## src/rtl/bus_arb_pkg.sv

```systemverilog
// Shared constants, FSM state encoding and width helper for the bus arbitrating mux.
package bus_arb_pkg;

    localparam int unsigned ARB_FIXED = 0;
    localparam int unsigned ARB_RR    = 1;

    typedef enum logic {
        ST_IDLE  = 1'b0,
        ST_GRANT = 1'b1
    } state_e;

    // Ceiling log2, never below 1 so a select field always has at least one bit.
    function automatic int unsigned clog2(input int unsigned n);
        int unsigned r;
        r = 1;
        for (int unsigned i = 1; i < 32; i++) begin
            if ((64'd1 << i) < 64'(n)) r = i + 1;
        end
        return r;
    endfunction

endpackage

```

## src/rtl/bus_arb_pick.sv

```systemverilog
// Combinational winner search: lowest index from 0 (fixed) or from start_idx with wrap (round-robin).
module bus_arb_pick
    import bus_arb_pkg::*;
#(
    parameter int unsigned NUM_MASTERS = 4,
    localparam int unsigned SEL_W = clog2(NUM_MASTERS)
) (
    input  logic [NUM_MASTERS-1:0] req,
    input  logic [SEL_W-1:0]       start_idx,
    input  logic                   rr_mode,
    output logic [SEL_W-1:0]       winner_idx_c,
    output logic                   found_c
);

    // Scan from the far end so the candidate closest to the start is the last one kept.
    always_comb begin
        int pos;
        int base;
        pos          = 0;
        base         = rr_mode ? int'(start_idx) : 0;
        winner_idx_c = '0;
        found_c      = 1'b0;
        for (int i = int'(NUM_MASTERS) - 1; i >= 0; i--) begin
            pos = base + i;
            if (pos >= int'(NUM_MASTERS)) pos = pos - int'(NUM_MASTERS);
            if (req[SEL_W'(pos)]) begin
                winner_idx_c = SEL_W'(pos);
                found_c      = 1'b1;
            end
        end
    end

endmodule

```

## src/rtl/bus_arb_mux.sv

```systemverilog
// N-master arbitrating bus mux: holds a grant until the owner finishes, registers owner data onto the bus.
// Optional grant-length limit enabled by defining BUS_ARB_TIMEOUT_EN.
module bus_arb_mux
    import bus_arb_pkg::*;
#(
    parameter int unsigned NUM_MASTERS    = 4,
    parameter int unsigned DATA_BITWIDTH  = 32,
    parameter int unsigned ARB_MODE       = 0,
    parameter int unsigned TIMEOUT_CYCLES = 16,
    localparam int unsigned SEL_W = clog2(NUM_MASTERS)
) (
    input  logic                               clk,
    input  logic                               rst,
    input  logic [NUM_MASTERS-1:0]             req,
    input  logic [NUM_MASTERS-1:0]             done,
    input  logic [NUM_MASTERS*DATA_BITWIDTH-1:0] data_in,
    output logic [NUM_MASTERS-1:0]             grant,
    output logic                               grant_valid,
    output logic [SEL_W-1:0]                   grant_idx,
    output logic [DATA_BITWIDTH-1:0]           bus_out,
    output logic                               bus_valid,
    output logic                               timeout
);

    state_e                   state_q, state_d;
    logic [NUM_MASTERS-1:0]   grant_q, grant_d;
    logic                     grant_valid_q, grant_valid_d;
    logic [SEL_W-1:0]         grant_idx_q, grant_idx_d;
    logic [SEL_W-1:0]         rr_ptr_q, rr_ptr_d;
    logic [DATA_BITWIDTH-1:0] bus_out_q, bus_out_d;
    logic                     bus_valid_q, bus_valid_d;

    logic [SEL_W-1:0] start_idx_c;
    logic [SEL_W-1:0] winner_idx_c;
    logic             found_c;
    logic             natural_rel_c;
    logic             timeout_hit_c;

    assign start_idx_c   = (rr_ptr_q == SEL_W'(NUM_MASTERS - 1)) ? '0 : rr_ptr_q + 1'b1;
    assign natural_rel_c = done[grant_idx_q] | ~req[grant_idx_q];

    bus_arb_pick #(
        .NUM_MASTERS (NUM_MASTERS)
    ) u_pick (
        .req          (req),
        .start_idx    (start_idx_c),
        .rr_mode      (ARB_MODE == ARB_RR),
        .winner_idx_c (winner_idx_c),
        .found_c      (found_c)
    );

    // Next-state, grant and bus data; IDLE always lasts at least one cycle after a release.
    always_comb begin
        state_d       = state_q;
        grant_d       = grant_q;
        grant_valid_d = grant_valid_q;
        grant_idx_d   = grant_idx_q;
        rr_ptr_d      = rr_ptr_q;
        bus_out_d     = '0;
        bus_valid_d   = 1'b0;
        case (state_q)
            ST_IDLE: begin
                if (found_c) begin
                    state_d               = ST_GRANT;
                    grant_d               = '0;
                    grant_d[winner_idx_c] = 1'b1;
                    grant_valid_d         = 1'b1;
                    grant_idx_d           = winner_idx_c;
                    rr_ptr_d              = winner_idx_c;
                end
            end
            ST_GRANT: begin
                bus_out_d   = data_in[int'(grant_idx_q)*DATA_BITWIDTH +: DATA_BITWIDTH];
                bus_valid_d = 1'b1;
                if (natural_rel_c || timeout_hit_c) begin
                    state_d       = ST_IDLE;
                    grant_d       = '0;
                    grant_valid_d = 1'b0;
                    grant_idx_d   = '0;
                end
            end
            default: state_d = ST_IDLE;
        endcase
    end

    always_ff @(posedge clk) begin
        if (rst) begin
            state_q       <= ST_IDLE;
            grant_q       <= '0;
            grant_valid_q <= 1'b0;
            grant_idx_q   <= '0;
            rr_ptr_q      <= SEL_W'(NUM_MASTERS - 1);
            bus_out_q     <= '0;
            bus_valid_q   <= 1'b0;
        end else begin
            state_q       <= state_d;
            grant_q       <= grant_d;
            grant_valid_q <= grant_valid_d;
            grant_idx_q   <= grant_idx_d;
            rr_ptr_q      <= rr_ptr_d;
            bus_out_q     <= bus_out_d;
            bus_valid_q   <= bus_valid_d;
        end
    end

`ifdef BUS_ARB_TIMEOUT_EN
    localparam int unsigned CNT_W = clog2(TIMEOUT_CYCLES);

    logic [CNT_W-1:0] cnt_q, cnt_d;
    logic             timeout_q, timeout_d;

    assign timeout_hit_c = (state_q == ST_GRANT) && (cnt_q == CNT_W'(TIMEOUT_CYCLES - 1));

    // Counts completed GRANT cycles; a pulse only when the limit, not the owner, ends the grant.
    always_comb begin
        cnt_d     = (state_q == ST_GRANT) ? cnt_q + 1'b1 : '0;
        timeout_d = timeout_hit_c && !natural_rel_c;
    end

    always_ff @(posedge clk) begin
        if (rst) begin
            cnt_q     <= '0;
            timeout_q <= 1'b0;
        end else begin
            cnt_q     <= cnt_d;
            timeout_q <= timeout_d;
        end
    end

    assign timeout = timeout_q;
`else
    assign timeout_hit_c = 1'b0;
    assign timeout       = 1'b0;
`endif

    assign grant       = grant_q;
    assign grant_valid = grant_valid_q;
    assign grant_idx   = grant_idx_q;
    assign bus_out     = bus_out_q;
    assign bus_valid   = bus_valid_q;

endmodule
```

## config.mk

```make
export PLATFORM = sky130hd
export DESIGN_NAME = bus_arb_mux
export DESIGN_NICKNAME = d
export VERILOG_FILES = /design/src/rtl/bus_arb_pkg.sv /design/src/rtl/bus_arb_pick.sv /design/src/rtl/bus_arb_mux.sv
export SDC_FILE = /design/constraint.sdc
export NUM_CORES = 1
export LEC_CHECK = 0
export ABC_AREA = 1
export CAP_MARGIN = 20
export CORE_ASPECT_RATIO = 0.7
export CORE_MARGIN = 4
export CORE_UTILIZATION = 27
export CTS_BUF_LIST = sky130_fd_sc_hd__clkbuf_16
export CTS_CLUSTER_SIZE = 12
export DETAILED_ROUTE_END_ITERATION = 8
export PLACE_DENSITY = 0.82
export SLEW_MARGIN = 20
export SYNTH_ARGS = -nofsm -noshare
export SYNTH_HDL_FRONTEND = slang
export SYNTH_SLANG_ARGS = --single-unit
```

## constraint.sdc

```tcl
create_clock -name clk -period 1.3 [get_ports clk]
set_clock_uncertainty 0.1 [all_clocks]
set_input_delay 0.26 -clock clk [delete_from_list [all_inputs] [get_ports clk]]
set_output_delay 0.26 -clock clk [all_outputs]
set_load 0.01 [all_outputs]
```

==> summary.md, run 1 <==
| Metric | Value |
|---|---|
| Commonest non-fill, non-tap cells in the layout | nand2_1, clkdlybuf4s50_1, dfxtp_1, dlygate4sd2_1, a21oi_2 |
| Simple-gate area share of the yosys netlist | 20.33% |
| Starting density of the core | 28.38% |
| # rows | 22 |
| Synth top area cells | dfxtp_1, a21oi_2, nand2_1 |
| Max VDD drop | 0.0004294 V |
| Tmin final | 1249 ps |
| DR iter-0 viols | 38 |
| Core ar. | 5313 sq um |
| Synth Area in Adders | 0% |
| Clock sinks | 37 |
| Layout cell share with drive strength beyond 1 | 16.73% |
| # DRC | 0 |
| Clk buf depth | 2 |
| Vias post-DR | 1466 |
| Die W | 97.32 microns |
| Count of unique library cells instantiated by Yosys | 13 |
| CTS Hold Buffers Added | 0 |
| # port buffers | 106 |
| Cell Area, Placed | 2641 sq um |
| Die area | 6863 sq um |
| Worst Path Required | 940 ps |
| CP arrival | 890 ps |
| CP max stage cell | dfxtp_1 |
| Comb power frac | 20.4% |
| Global-route usage over all layers | 12.42% |
| Worst stage delay on the critical path | 350 ps |
| Vias per cell | 4.153 |
| Syn Std Cell Area | 1508 sq um |
| Clock Latency Late Sink | 270 ps |
| Boundary Pins | 179 |
| Kind of critical path | flop to primary output |
| CP Cell Sequence | dlygate4sd2_1 |
| RSZ-0062 raised after global routing | false |
| Die height | 70.52 microns |
| Status | complete, no violations |
| CTS root buf | clkbuf_16 |
| Largest area contributor in the netlist | dfxtp_1 |
| Largest delay share family, worst path | flip-flops |
| 1st-pass router iterations | 4 |
| WL/cell | 12.05 microns |
| Initial antenna violation count | 0 |
| Setup violators final | 0 |
| Power density over the cells | 1057 nW/um^2 |
| Startpoint types | flop |
| N_diodes | 0 |
| Setup_tns | 0 ps |
| YS warnings | 0 |
| Cells after synthesis | 171 |
| Max_cap viols | 0 |
| CP Capture Type | primary output |
| Dpl hpwl | 3400 microns |
| Avg Inst Size Synth | 8.817 sq um |
| GRT Residual Overflow | 0 |
| FMAX | 800.9 MHz |
| P_int | 2.217 mW |
| Fin area | 2731 sq um |
| Critical path peak fanout | 3 |
| Largest family of logic cells by synthesized area | simple AND/OR/NAND/NOR gates |
| # nets final | 418 |
| H-Tree Depth | 2 |
| Post-Synth XOR/XNOR Area | 0% |
| Hold Vio Cnt, Final | 0 |
| Post-synth top area share | 49.13% |
| Most common cell after layout, fill and taps aside | nand2_1 |
| Routability cong. | 0.8094 |
| Switching Power | 0.6711 mW |
| Cts bufs inserted | 5 |
| Final Max Tran Viols | 0 |
| CTS tree | yes |
| Switching share of power | 23.24% |
| Clock transition at the registers of the reported paths | 50 ps |
| Sequential fraction of the synthesis area | 49.13% |
| Vias in the first global route | 1434 |
| WL final | 4252 microns |
| Compound-Gate Fraction of Synth Area | 18.76% |
| # Post-CTS Setup Buffers | 0 |
| Crit share post-route | 96.04% |
| Area Growth Syn to Fin | 81.16% |
| First-pass GRT wire length | 6817 microns |
| Routed Antenna Nets | 0 |
| Worst Path Buf+Inv | 1 |
| Multiplexer area fraction after synthesis | 0% |
| Sequential share of power | 42.0% |
| Maximum number of pins on one net before global-route repair | 19 |
| Clock power share | 37.7% |
| P_leak | 1.273 nW |
| Hold crit path type | flop to flop |
| Flops & latches, synth | 37 |
[flip-flops by register name (all words and copies together) (netlist names)]
name / flops
bus_out: 32
bus_valid: 1
grant: 2
grant_valid: 1
state_q: 1
[through the flow]
step                power [mW]  hold slack, ps  cells  setup slack, ps  util [%]
CTS                      2.937           384.9    353            41.24     51.41
floorplan                1.509           229.1    174            275.2         -
finish                   2.888           381.5    353            51.43     51.41
detailed placement       1.872           375.0    345           -75.18     49.72
global placement         1.861           371.7    345           -48.79     49.72
global route             3.032           424.8    353            7.519     51.41
[kinds of logic (layout without fill, tap and decap cells)]
family | after synthesis | count (layout)
other cells | 1 | 4
flops | 37 | 37
buf+inv | 23 | 130
compound gates | 34 | 34
simple gates | 76 | 76
[layer usage]
layer,GRT usage (%),routed length (microns),up-vias
li1,-,-,742
met1,13.90,1738,645
met2,21.25,1964,77
met3,6.487,536,2
met4,2.765,12,0
met5,0,0,-
[Yosys cell counts]
library cell   n
a21oi_1        4
a21oi_2       30
buf_4          8
buf_6          7
conb_1         1
dfxtp_1       37
inv_1          7
inv_6          1
nand2_1       70
nand2_4        1
nand3_1        1
nand3_2        2
nor2_1         2
[path summary, 6_finish.rpt]
check	from	to	slack, ps	depth (start not counted)
hold / removal	grant_valid$_SDFFE_PP0P_	grant_valid$_SDFFE_PP0P_	380	2
setup reg to reg	grant[1]$_SDFFE_PP0P_	bus_out[8]$_SDFF_PP0_	130	4
setup / recovery	grant[1]$_SDFFE_PP0P_	grant[1]	50	1
hold reg to reg	grant_valid$_SDFFE_PP0P_	grant_valid$_SDFFE_PP0P_	380	2
[power groups by stage]
| stage | Combinational (mW) | Clock (mW) | Sequential, mW |
|---|---|---|---|
| final | 0.589 | 1.09 | 1.21 |
| after global routing | 0.638 | 1.18 | 1.22 |
| after CTS | 0.596 | 1.13 | 1.21 |
| after detailed placement | 0.633 | 0 | 1.24 |
| after floorplan | 0.241 | 0 | 1.27 |
| after global placement | 0.623 | 0 | 1.24 |
[what timing repair did]
item                                    CTS  global route
resized for setup                        37             0
hold endpoints to repair                  0             0
endpoints found under the setup margin   37             0
[cell type report]
class                      count  area, sq um
multi-input combinational    114        604.3
sequential                    37        740.7
clock buffer                   5        125.1
inverter                       8        35.03
fill                         504         2581
timing repair buffer         114         1125
clock inverter                 3        11.26
tap                           72        90.09
(Power assumes the default switching activity.)
==> run 2: changes to the inputs <==
--- a/config.mk
+++ b/config.mk
@@ -13,6 +13,7 @@
 export CTS_BUF_LIST = sky130_fd_sc_hd__clkbuf_16
 export CTS_CLUSTER_SIZE = 12
 export DETAILED_ROUTE_END_ITERATION = 8
+export GPL_TIMING_DRIVEN = 0
 export PLACE_DENSITY = 0.82
 export SLEW_MARGIN = 20
 export SYNTH_ARGS = -nofsm -noshare
==> run 2 against run 1 <==
Critical path depth unchanged. Cell area increased by 1.1%. Non-clock buffer count increased by 7. Clock power about the same. Fmax increased by 0.58%. Total power increased by 1.1%. Global-route usage increased by 0.33 points. Sequential cell count unchanged. Via count increased by 1.9%. Critical endpoint unchanged. Largest power group unchanged. Highest routed layer unchanged.
==> summary.md, run 2 (same netlist as run 1, synthesis figures left out) <==
| Metric | Value |
|---|---|
| R2r startpoint | grant[1]$_SDFFE_PP0P_ |
| # DRC | 0 (unchanged) |
| H-Tree Depth | 2 (unchanged) |
| Hold crit path type | flop to flop |
| CTS tree | yes |
| Startpoint types | flop |
| Vias in the first global route | 1494 (+4.2%) |
| Die W | 97.32 microns (unchanged) |
| Largest delay share family, worst path | flip-flops |
| WL final | 4390 microns (+3.2%) |
| Worst stage delay on the critical path | 340 ps (about the same) |
| Worst Path Required | 940 ps (about the same) |
| CP Capture Type | primary output |
| Die height | 70.52 microns (unchanged) |
| Critical path peak fanout | 3 (unchanged) |
| # nets final | 425 (+1.7%) |
| CP arrival | 880 ps (about the same) |
| Max_cap viols | 0 (unchanged) |
| # rows | 22 (unchanged) |
| Final Max Tran Viols | 0 (unchanged) |
| # resized after CTS | 39 (+5.4%) |
| Tmin final | 1241 ps (-7.162 ps) |
| CP max stage cell | dfxtp_2 |
| Status | complete, no violations |
| Maximum number of pins on one net before global-route repair | 12 (-7) |
| Vias per cell | 4.150 (about the same) |
| Crit share post-route | 95.49% (-0.55 points) |
| Routed Antenna Nets | 0 (unchanged) |
| CTS Hold Buffers Added | 0 (unchanged) |
| Power density over the cells | 1057 nW/um^2 (about the same) |
| CP startpoint | grant[1]$_SDFFE_PP0P_ |
| Setup violators final | 0 (unchanged) |
| First-pass GRT wire length | 7003 microns (+2.7%) |
| Power Total | 2.920 mW (+1.1%) |
| Dpl hpwl | 3482 microns (+2.4%) |
| GRT Residual Overflow | 0 (unchanged) |
| Most common cell after layout, fill and taps aside | nand2_1 |
| Hold Vio Cnt, Final | 0 (unchanged) |
| Routability cong. | 0.8097 (about the same) |
| Clock sinks | 37 (unchanged) |
| Commonest non-fill, non-tap cells in the layout | nand2_1, clkdlybuf4s50_1, dfxtp_1, dlygate4sd2_1, a21oi_2 |
| Core ar. | 5313 sq um (unchanged) |
| N_diodes | 0 (unchanged) |
| Clock transition at the registers of the reported paths | 50 ps (about the same) |
| Global-route usage over all layers | 12.75% (+0.33 points) |
| Max reg flops | 32 (unchanged) |
| P_leak | 1.287 nW (+1.0%) |
| Worst Path Buf+Inv | 1 (unchanged) |
| CTS root buf | clkbuf_16 |
| P_int | 2.227 mW (+0.43%) |
| Layout cell share with drive strength beyond 1 | 19.79% (+3.1 points) |
| Switching Power | 0.6929 mW (+3.2%) |
| CP Cell Sequence | dlygate4sd2_1 |
| Worst slack, placed | -115.2 ps (-40.02 ps) |
| # port buffers | 106 (unchanged) |
| WP depth | 1 (unchanged) |
| Worst reg2reg setup slack | 240 ps (+110 ps) |
| Sequential share of power | 41.6% (-0.4 points) |
| Kind of critical path | flop to primary output |
| Boundary Pins | 179 (unchanged) |
| DR iter-0 viols | 34 (-11%) |
| Starting density of the core | 28.38% (unchanged) |
| Initial antenna violation count | 0 (unchanged) |
| WL/cell | 12.19 microns (+1.2%) |
| Clk buf depth | 2 (unchanged) |
| 1st-pass router iterations | 4 (unchanged) |
| Switching share of power | 23.73% (+0.50 points) |
| Max VDD drop | 0.0004485 V (+4.5%) |
| Area Growth Syn to Fin | 83.15% |
| Vias post-DR | 1494 (+1.9%) |
| RSZ-0062 raised after global routing | false |
| Comb power frac | 20.4% (about the same) |
| # Post-CTS Setup Buffers | 0 (unchanged) |
| Clock Latency Late Sink | 270 ps (about the same) |
| Final setup margin | 58.60 ps (+7.162 ps) |
| Cts bufs inserted | 5 (unchanged) |
| Cell Area, Placed | 2670 sq um (+1.1%) |
| FMAX | 805.5 MHz (+0.58%) |
| R2r endpoint | bus_out[7]$_SDFF_PP0_ |
| Reg2Reg Depth | 4 (unchanged) |
| Worst Setup EP | grant[1] |
| Clock power share | 38.0% (+0.3 points) |
| Post-layout util | 51.98% (+0.57 points) |
| Die area | 6863 sq um (unchanged) |
| Fin area | 2761 sq um (+1.1%) |
[run 2: tightest hold or removal path: stages (launching register included)]
cell     delay, ps
dfxtp_1        320
nor2_1          50
nor2_1          80
[run 2: routing by layer]
metal | global-route usage, % | up-vias | share of wire (%)
met5 | 0 | - | 0
met1 | 14.78 | 663 | 42
met2 | 20.57 | 74 | 44
met4 | 3.226 | 0 | 0.43
met3 | 7.186 | 2 | 14
li1 | - | 755 | -
[run 2: power groups by stage]
stage          Sequential (mW)  Clock (mW)  Combinational, mW
2_1_floorplan             1.27           0              0.241
3_3_place_gp              1.24           0              0.633
3_5_place_dp              1.24           0              0.642
4_1_cts                   1.21        1.14              0.606
5_1_grt                   1.22        1.19              0.652
6_report                  1.21        1.11              0.596
[run 2: layout make-up]
class                   instances  area (sq um)
plain buffers                  15         138.9
clock buffers                   5         125.1
clock inverters                 3         12.51
fillers                       482          2551
inverters                       8         35.03
multi-input cells             114         604.3
flip-flops and latches         37         742.0
well taps                      72         90.09
repair buffers                106          1013
[run 2: worst min-delay path by stage]
stage                     depth (start not counted)                startpoint                       end  slack, ps
final                                             2  grant_valid$_SDFFE_PP0P_  grant_valid$_SDFFE_PP0P_        380
after global routing                              2  grant_valid$_SDFFE_PP0P_  grant_valid$_SDFFE_PP0P_        430
after CTS                                         2  grant_valid$_SDFFE_PP0P_  grant_valid$_SDFFE_PP0P_        390
after detailed placement                          2  grant_valid$_SDFFE_PP0P_  grant_valid$_SDFFE_PP0P_        380
after global placement                            2  grant_valid$_SDFFE_PP0P_  grant_valid$_SDFFE_PP0P_        370
after floorplan                                   1                       rst     grant[0]$_SDFFE_PP0P_        230
[run 2: per-stage QoR]
stage	setup TNS [ps]	hold slack [ps]	std cells
after floorplan	0	229.1	174
after global placement	-2588	374.5	352
after detailed placement	-3167	378.2	352
after CTS	0	388.4	360
after global routing	0	430.4	360
final	0	379.7	360
==> run 3: changes to the inputs <==
--- a/config.mk
+++ b/config.mk
@@ -7,7 +7,6 @@
 export LEC_CHECK = 0
 export ABC_AREA = 1
 export CAP_MARGIN = 20
-export CORE_ASPECT_RATIO = 0.7
 export CORE_MARGIN = 4
 export CORE_UTILIZATION = 27
 export CTS_BUF_LIST = sky130_fd_sc_hd__clkbuf_16
==> run 3 against run 2 <==
Die area shrank 0.28%. Global-route usage down 0.34 points. Cell area is 1.8% higher. Worst setup slack gained 4.3 ps. Non-clock buffer count unchanged. Hold slack worse by 2.3 ps. Wire length is 3.2% lower.
==> summary.md, run 3 (same netlist as run 1, synthesis figures left out) <==
| Metric | Value |
|---|---|
| Status | complete, no violations |
| Crit share post-route | 95.16% (-0.33 points) |
| Maximum number of pins on one net before global-route repair | 13 (+1) |
| Clock Latency Late Sink | 270 ps (about the same) |
| CP max stage cell | dfxtp_2 |
| Critical path peak fanout | 3 (unchanged) |
| WL/cell | 11.87 microns (-2.7%) |
| Most common cell after layout, fill and taps aside | nand2_1 |
| Max VDD drop | 0.0006300 V (+40%) |
| Power density over the cells | 1184 nW/um^2 (+12%) |
| Worst stage delay on the critical path | 340 ps (about the same) |
| Clk buf depth | 2 (unchanged) |
| Initial antenna violation count | 0 (unchanged) |
| Commonest non-fill, non-tap cells in the layout | nand2_1, clkdlybuf4s50_1, dfxtp_1, dlygate4sd2_1, a21oi_2 |
| Fillers | 497 (+3.1%) |
| Global-route usage over all layers | 12.40% (-0.34 points) |
| Worst Path Buf+Inv | 1 (unchanged) |
| Final setup margin | 62.94 ps (+4.340 ps) |
| FMAX | 808.4 MHz (+0.35%) |
| Vias post-DR | 1482 (-0.80%) |
| Routed Antenna Nets | 0 (unchanged) |
| Startpoint types | flop |
| Kind of critical path | flop to primary output |
| Hold crit path type | flop to flop |
| # DRC | 0 (unchanged) |
| CTS root buf | clkbuf_16 |
| First-pass GRT wire length | 6430 microns (-8.2%) |
| 1st-pass router iterations | 4 (unchanged) |
| Setup_tns | 0 ps (unchanged) |
| Reg area | 742.0 sq um (unchanged) |
| DR iter-0 viols | 25 (-26%) |
| Routability cong. | 0.7816 (-3.5%) |
| P_leak | 1.312 nW (+2.0%) |
| CTS Hold Buffers Added | 0 (unchanged) |
| # port buffers | 106 (unchanged) |
| Switching share of power | 21.05% (-2.7 points) |
| Die height | 82.73 microns (+17%) |
| Largest delay share family, worst path | flip-flops |
| P_int | 2.629 mW (+18%) |
| Tmin final | 1237 ps (-4.340 ps) |
| Clock sinks | 37 (unchanged) |
| Dpl hpwl | 3391 microns (-2.6%) |
| Hold Vio Cnt, Final | 0 (unchanged) |
| Area Growth Syn to Fin | 86.47% |
| Switching Power | 0.7007 mW (+1.1%) |
| Multi-input gate area | 604.3 sq um (unchanged) |
| CP arrival | 880 ps (about the same) |
| RSZ-0062 raised after global routing | false |
| Die W | 82.73 microns (-15%) |
| Clock power share | 45.8% (+7.8 points) |
| Vias in the first global route | 1468 (-1.7%) |
| Final Max Tran Viols | 0 (unchanged) |
| # nets final | 425 (unchanged) |
| Comb power frac | 17.8% (-2.6 points) |
| Setup violators final | 0 (unchanged) |
| Max reg flops | 32 (unchanged) |
| Worst slack, placed | -107.2 ps (+7.978 ps) |
| Boundary Pins | 179 (unchanged) |
| CP Capture Type | primary output |
| Layout cell share with drive strength beyond 1 | 20.49% (+0.69 points) |
| Starting density of the core | 28.61% (+0.23 points) |
| GRT Residual Overflow | 0 (unchanged) |
| N_diodes | 0 (unchanged) |
| H-Tree Depth | 2 (unchanged) |
| Vias per cell | 4.140 (-0.25%) |
| Worst Path Required | 940 ps (about the same) |
| CP Cell Sequence | dlygate4sd2_1 |
| Cts bufs inserted | 5 (unchanged) |
| WL final | 4248 microns (-3.2%) |
| Sequential share of power | 36.4% (-5.2 points) |
| CTS tree | yes |
| Max_cap viols | 0 (unchanged) |
| Worst reg2reg setup slack | 270 ps (+30 ps) |
| Clock transition at the registers of the reported paths | 50 ps (about the same) |
| # rows | 26 (+18%) |
| Core ar. | 5270 sq um (-0.80%) |
| Die area | 6843 sq um (-0.28%) |
==> run 3: final cells by class <==
type                            count  area share [%]
Buffer                             15           4.940
Clock buffer                        5           4.450
Clock inverter                      3           2.314
Inverter                            8           1.246
Multi-Input combinational cell    114           21.50
Sequential cell                    37           26.39
Tap cell                           70           3.115
Timing Repair Buffer              106           36.05
==> run 3: power groups by stage <==
stage                     registers [mW]  logic [mW]  clock network [mW]
final                               1.21       0.592                1.52
after global routing                1.22       0.648                1.59
after CTS                           1.21       0.604                1.57
after detailed placement            1.24       0.640                   0
after global placement              1.24       0.631                   0
after floorplan                     1.27       0.241                   0
==> run 3: final timing paths <==
path / from / to / cells past startpoint
hold / removal: grant_valid$_SDFFE_PP0P_ / grant_valid$_SDFFE_PP0P_ / 2
setup reg to reg: grant[1]$_SDFFE_PP0P_ / bus_out[29]$_SDFF_PP0_ / 4
hold reg to reg: grant_valid$_SDFFE_PP0P_ / grant_valid$_SDFFE_PP0P_ / 2
setup / recovery: grant[1]$_SDFFE_PP0P_ / grant[1] / 1
==> run 3: metal layers <==
metal,share of wire [%],global-route usage [%],up-vias
li1,-,-,757
met1,38,11.81,642
met2,46,22.92,79
met3,16,6.725,4
met4,0.85,3.431,0
met5,0,0,-
==> run 3: per-stage QoR <==
stage	cells	cell area, sq um	hold slack, ps	utilization [%]	power [mW]
6_report	358	2811	377.4	53.35	3.329
5_1_grt	358	2811	410.4	53.35	3.459
4_1_cts	358	2811	389.7	53.35	3.383
3_5_place_dp	350	2668	380.8	50.62	1.880
3_3_place_gp	350	2668	371.6	50.62	1.869
2_1_floorplan	174	1519	229.1	-	1.509
==> run 3: repair_timing <==
action                     4_1_cts  5_1_grt
setup endpoints to repair       37        0
setup buffers                    0        0
resized for setup               39        0
